<file path="src/rtl/rmii_tx.sv">
// RMII transmit framer: wraps a valid/ready/last byte stream into preamble, SFD,
// payload, zero pad and CRC-32 FCS, then holds the inter-packet gap.
module rmii_tx #(
    parameter int MIN_PAYLOAD    = 60,
    parameter int PREAMBLE_BYTES = 7,
    parameter int IPG_DIBITS     = 48
) (
    input  logic       clk,
    input  logic       resetn,
    input  logic       phy_ce,
    input  logic       in_vld,
    input  logic [7:0] in_data,
    input  logic       in_last,
    output logic       in_rdy,
    output logic [1:0] eth_txd,
    output logic       eth_tx_en,
    output logic       busy,
    output logic       tx_done,
    output logic       tx_underrun
);

    typedef enum logic [2:0] {IDLE, PREAMBLE, DATA, PAD, FCS, IPG} state_t;

    localparam logic [7:0]  PRE_LAST = 8'(PREAMBLE_BYTES * 4 + 3);
    localparam logic [7:0]  IPG_LAST = 8'(IPG_DIBITS - 1);
    localparam logic [15:0] MIN_CNT  = 16'(MIN_PAYLOAD);
    localparam logic [7:0]  FCS_END  = 8'd16;

    state_t      state_r;
    logic [7:0]  cnt_r;
    logic [1:0]  didx_r;
    logic [7:0]  byte_r;
    logic        last_r;
    logic [15:0] count_r;
    logic [31:0] crc_r;
    logic [31:0] fcs_r;
    logic        fetch_s;
    logic [15:0] count_inc_s;

    function automatic logic [31:0] crc32_byte(input logic [31:0] crc, input logic [7:0] data);
        logic [31:0] c;
        c = crc;
        for (int i = 0; i < 8; i++) begin
            if (c[0] ^ data[i]) begin
                c = (c >> 1) ^ 32'hEDB8_8320;
            end else begin
                c = c >> 1;
            end
        end
        return c;
    endfunction

    // Fetch strobe: the phy_ce cycle that loads the last SFD dibit or the last dibit of a payload byte.
    always_comb begin
        fetch_s     = 1'b0;
        count_inc_s = (count_r == 16'hFFFF) ? count_r : (count_r + 16'd1);
        if (phy_ce && state_r == PREAMBLE && cnt_r == PRE_LAST) begin
            fetch_s = 1'b1;
        end else if (phy_ce && state_r == DATA && didx_r == 2'd3 && !last_r) begin
            fetch_s = 1'b1;
        end else begin
            fetch_s = 1'b0;
        end
    end

    // in_rdy has to be high in the very phy_ce cycle, so it is qualified combinationally.
    assign in_rdy = resetn & fetch_s;

    // Framing FSM with registered PHY outputs; everything advances on phy_ce only.
    always_ff @(posedge clk) begin
        if (!resetn) begin
            state_r     <= IDLE;
            cnt_r       <= 8'd0;
            didx_r      <= 2'd0;
            byte_r      <= 8'h00;
            last_r      <= 1'b0;
            count_r     <= 16'd0;
            crc_r       <= 32'hFFFF_FFFF;
            fcs_r       <= 32'h0000_0000;
            eth_txd     <= 2'b00;
            eth_tx_en   <= 1'b0;
            busy        <= 1'b0;
            tx_done     <= 1'b0;
            tx_underrun <= 1'b0;
        end else begin
            tx_done     <= 1'b0;
            tx_underrun <= 1'b0;
            if (phy_ce) begin
                case (state_r)
                    IDLE: begin
                        if (in_vld) begin
                            state_r   <= PREAMBLE;
                            eth_tx_en <= 1'b1;
                            eth_txd   <= 2'b01;
                            busy      <= 1'b1;
                            crc_r     <= 32'hFFFF_FFFF;
                            cnt_r     <= 8'd1;
                        end
                    end
                    PREAMBLE: begin
                        if (cnt_r != PRE_LAST) begin
                            eth_txd <= 2'b01;
                            cnt_r   <= cnt_r + 8'd1;
                        end else if (in_vld) begin
                            eth_txd <= 2'b11;
                            byte_r  <= in_data;
                            last_r  <= in_last;
                            crc_r   <= crc32_byte(crc_r, in_data);
                            count_r <= 16'd1;
                            didx_r  <= 2'd0;
                            state_r <= DATA;
                        end else begin
                            eth_tx_en   <= 1'b0;
                            eth_txd     <= 2'b00;
                            tx_underrun <= 1'b1;
                            cnt_r       <= 8'd1;
                            state_r     <= IPG;
                        end
                    end
                    DATA, PAD: begin
                        if (didx_r != 2'd3) begin
                            eth_txd <= byte_r[1:0];
                            byte_r  <= {2'b00, byte_r[7:2]};
                            didx_r  <= didx_r + 2'd1;
                        end else if (state_r == DATA && !last_r && !in_vld) begin
                            // Source ran dry mid-frame: abort without FCS.
                            eth_tx_en   <= 1'b0;
                            eth_txd     <= 2'b00;
                            tx_underrun <= 1'b1;
                            cnt_r       <= 8'd1;
                            state_r     <= IPG;
                        end else begin
                            eth_txd <= byte_r[1:0];
                            didx_r  <= 2'd0;
                            if (state_r == DATA && !last_r) begin
                                byte_r  <= in_data;
                                last_r  <= in_last;
                                crc_r   <= crc32_byte(crc_r, in_data);
                                count_r <= count_inc_s;
                            end else if (count_r < MIN_CNT) begin
                                byte_r  <= 8'h00;
                                crc_r   <= crc32_byte(crc_r, 8'h00);
                                count_r <= count_inc_s;
                                state_r <= PAD;
                            end else begin
                                fcs_r   <= ~crc_r;
                                cnt_r   <= 8'd0;
                                state_r <= FCS;
                            end
                        end
                    end
                    FCS: begin
                        if (cnt_r == FCS_END) begin
                            eth_tx_en <= 1'b0;
                            eth_txd   <= 2'b00;
                            tx_done   <= 1'b1;
                            cnt_r     <= 8'd1;
                            state_r   <= IPG;
                        end else begin
                            eth_txd <= fcs_r[1:0];
                            fcs_r   <= {2'b00, fcs_r[31:2]};
                            cnt_r   <= cnt_r + 8'd1;
                        end
                    end
                    IPG: begin
                        // The pulse that dropped tx_en counts as the first gap period.
                        if (cnt_r == IPG_LAST) begin
                            busy    <= 1'b0;
                            state_r <= IDLE;
                        end else begin
                            cnt_r <= cnt_r + 8'd1;
                        end
                    end
                    default: begin
                        state_r   <= IDLE;
                        eth_tx_en <= 1'b0;
                        eth_txd   <= 2'b00;
                        busy      <= 1'b0;
                    end
                endcase
            end
        end
    end

endmodule
</file>
<file path="config.mk">
export PLATFORM = sky130hd
export DESIGN_NAME = rmii_tx
export DESIGN_NICKNAME = d
export VERILOG_FILES = /design/src/rtl/rmii_tx.sv
export SDC_FILE = /design/constraint.sdc
export NUM_CORES = 1
export LEC_CHECK = 0
export BUFFER_PORTS_ARGS = -buffer_cell sky130_fd_sc_hd__clkbuf_2
export CORE_ASPECT_RATIO = 0.7
export CORE_MARGIN = 4
export CORE_UTILIZATION = 25
export CTS_CLUSTER_SIZE = 20
export DETAILED_ROUTE_END_ITERATION = 12
export GPL_ROUTABILITY_DRIVEN = 0
export PLACE_DENSITY_LB_ADDON = 0.1
export SLEW_MARGIN = 20
export SYNTH_ARGS = -nofsm -noshare
export SYNTH_HDL_FRONTEND = slang
export SYNTH_SLANG_ARGS = --single-unit
</file>
<file path="constraint.sdc">
create_clock -name clk -period 3.95 [get_ports clk]
set_input_delay 0.395 -clock clk [delete_from_list [all_inputs] [get_ports clk]]
set_output_delay 0.395 -clock clk [all_outputs]
set_load 0.05 [all_outputs]
</file>
==> out/summary.log <==
[status] status complete, no violations
[synth] mean instance size in the synthesized netlist 8.171 um^2
[setup_path] critical setup path kind flop to flop
[global_route] total congestion overflow after global routing 0
[clock_tree] CTS Root Cell clkbuf_16
[cells_and_area] antenna cell count 0
[die] io pins 20
[drt] routed wire length per instance 20.22 um
[sta] clock period minus final worst setup slack 3.053 ns
[setup_path] reg-to-reg critical path endpoint count_r[7]
[global_route] wire length of the first global-routing pass 39.21 mm
[sta] final setup vio count 0
[setup_path] Worst R2R Start state_r[0]
[global_route] via count of the first global-routing pass 6,044
[die] Initial Utilization 25.61%
[place] Port Buf Inserts 19
[clock_tree] buffer levels on the longest clock path 2
[place] # placed instances 1,226
[cells_and_area] share of final-layout standard cells stronger than drive strength 1 11.26%
[clock_tree] total of hold buffers inserted after clock tree synthesis 0
[place] Detailed Place HPWL 18.31 mm
[synth] area of the mapped netlist 7191 um^2
[clock_tree] post-CTS setup repair buffer count 0
[sta] fraction of the cycle the final worst path needs 77.29%
[power] VDD IR max 0.0002229 V
[drt] DR iter-0 viols 568
[clock_tree] CTS tree yes
[clock_tree] clock buffer count from CTS 9
[cells_and_area] # nets final 883
[synth] library cells used by synthesis 75
[die] Die Footprint 31,580 um^2
[drt] detail-routed via count per cell 5.095
[global_route] maximum number of pins on one net before global-route repair 63
[clock_tree] CTS Sinks 108
[sta] Hold Fails Final Rpt 0
[setup_path] Critical Path Start Type flop
[die] area inside the core boundary 28,080 um^2
[die] die extent in y 149.9 um
[sta] maximum frequency from static timing analysis 327.5 MHz
[drt] via count of the routed design 6,323
[cells_and_area] Area Overhead vs Synth 11.24%
[synth] count of synthesis-stage warnings from yosys 0
[global_route] GRT Total Usage 16.19%
[cells_and_area] area taken by flip-flops and latches 2162 um^2
[synth] Post-Syn Nets 897
[setup_path] timing endpoint of the critical path count_r[7]
[setup_path] sort of element at the end of the critical path flop
[synth] Synth async-reset ratio 0%
[setup_path] critical-path maximum fanout 20
[die] Site Rows 51
[cells_and_area] total of fill cells in the finished design 3,048
[setup_path] cell count of the worst reg-to-reg path 5
[power] PD cells 490.7 nW/um^2
[setup_path] crit path from state_r[0]
[die] horizontal die dimension 210.7 um
[setup_path] Worst EP required 4.26 ns
[synth] #FFs+latches synth 108
[synth] count of flip-flops with a built-in enable after synthesis 0
[sta] final count of pins violating max slew 0
[synth] most common flop cell mapped by yosys dfxtp_1
[sta] Final Skew 0.01025 ns
[worst_hold_path] Hold Crit Class primary input to flop
[clock_tree] H-tree depth 3
[synth] sequential-to-total area share from yosys stat 30.07%
[sta] RSZ-0062 raised after global routing no
[sta] Max-slew headroom 37.76%
[setup_path] Worst R2R Setup Slack 0.90 ns
[clock_tree] Worst-Skew Late Latency 0.37 ns
[drt] Post-DRT Antenna Nets 0
[cells_and_area] final non-filler cell total 1,241
[job] # Max-Cap Violations 0
[clock_tree] post-cts gate resize count 0
[setup_path] Arrival @ worst endpoint 3.36 ns
[global_route] initial antenna violation count 0
[drt] number of detailed-route iterations in the first pass 5
[sta] transition time at the pin with the least slew margin 0.9302 ns
[sta] Final TNS setup 0 ns
[drt] total wirelength of the detailed-routed design 25.09 mm
[synth] number of standard cells after synthesis 880
[power] cell leakage power 0.002793 uW
[cells_and_area] area occupied by multi-input gates 4614 um^2
[clock_tree] Clock transition at path regs 0.08 ns
[drt] DRC errors left 0
## cell type report
| class | count | area share [%] |
|---|---|---|
| multi-input cells | 676 | 57.69 |
| inverters | 21 | 0.9855 |
| clock inverters | 6 | 1.423 |
| well taps | 371 | 5.803 |
| clock buffers | 9 | 2.816 |
| flip-flops and latches | 108 | 27.03 |
| repair buffers | 50 | 4.255 |
## report_power, final
| part | internal [uW] | switching, uW |
|---|---|---|
| sequential | 1150 | 96.4 |
| combinational | 625 | 981 |
| clock | 618 | 450 |
| total | 2400 | 1530 |
## cell usage after synthesis, drive strengths merged (4+ instances only)
cell type,instances,area share (%)
xor2,36,5.4
nor3,21,1.5
mux2i,9,1.3
or2,4,0.35
nand4,8,0.70
xnor2,93,12
and2,4,0.35
o21a,6,0.63
a21oi,77,5.4
a31oi,9,0.78
a211o,5,0.61
o31ai,14,1.5
o221ai,5,0.61
or4,16,1.8
nor2,45,2.3
a211oi,16,1.8
xnor3,6,1.9
o211ai,41,4.3
clkbuf,41,2.2
o22ai,6,0.52
inv,21,1.1
and3,6,0.52
dfxtp,108,30
nand2b,6,0.52
a221oi,13,1.7
buf,34,2.8
o2111ai,5,0.61
nand2,119,6.2
o21ai,41,3.1
nand3,25,1.9
ha,4,0.70
## worst min-delay path by stage
stage	slack, ns	endpoint	cells past startpoint	start
2_1_floorplan	0.43	fcs_r[31]	2	fcs_r[31]
3_3_place_gp	0.44	fcs_r[19]	2	fcs_r[19]
3_5_place_dp	0.45	fcs_r[24]	2	fcs_r[24]
4_1_cts	0.30	last_r	3	in_last
5_1_grt	0.37	last_r	3	in_last
6_report	0.31	last_r	3	in_last
## placed cells by master (no fill, tap or decap), types with 19 or more instances in the layout
| cell type | netlist | layout |
|---|---|---|
| nand2_1 | 119 | 118 |
| dfxtp_1 | 108 | 108 |
| xnor2_1 | 88 | 88 |
| a21oi_1 | 77 | 77 |
| nor2_1 | 45 | 45 |
| o211ai_1 | 41 | 41 |
| o21ai_0 | 32 | 32 |
| xor2_1 | 31 | 31 |
| buf_4 | 6 | 30 |
| nand3_1 | 24 | 24 |
| inv_1 | 21 | 20 |
| nor3_1 | 20 | 20 |
| clkbuf_2 | 1 | 19 |
## per-layer routing
metal / vias to the layer above / track usage [%] / routed length, um
li1: 3128 / - / -
met1: 3040 / 26.86 / 14240
met2: 145 / 20.83 / 9277
met3: 10 / 3.604 / 1401
met4: 0 / 2.494 / 172
met5: - / 0 / 0
## kinds of logic (layout without fill, tap and decap cells)
kind of cell    Yosys count  in the layout  synth area share, %
simple gates            272            272                18.29
compound gates          256            256                24.07
xor+xnor                135            135                19.58
flops                   108            108                30.07
buf+inv                  96             86                6.055
mux                       9              9                1.253
fa+ha+maj                 4              4               0.6960
## sequential cells by signal, indices dropped and copies added, names as in the netlist, 2 cells and up
register	flops
crc_r	32
fcs_r	32
count_r	16
byte_r	8
cnt_r	8
state_r	3
didx_r	2
eth_txd	2
## critical path, stage by stage (launching register included)
cell and delay [ns]:
dfxtp_1 0.76, or3b_1 0.56, nand2_1 0.40, nand4_1 0.50, or4_1 0.62, a21oi_1 0.14
## through the flow
step | cell area, um^2 | power, uW | utilization [%] | setup slack, ns | hold WS [ns]
global placement | 7660 | 2886 | 27.28 | 0.9848 | 0.4417
global route | 7999 | 4157 | 28.49 | 0.5847 | 0.3655
CTS | 7999 | 3954 | 28.49 | 0.8560 | 0.2974
floorplan | 7191 | 2435 | - | 1.649 | 0.4320
detailed placement | 7660 | 2859 | 27.28 | 0.9023 | 0.4457
finish | 7999 | 3925 | 28.49 | 0.8969 | 0.3145
Power figures use the tool's default switching activity.
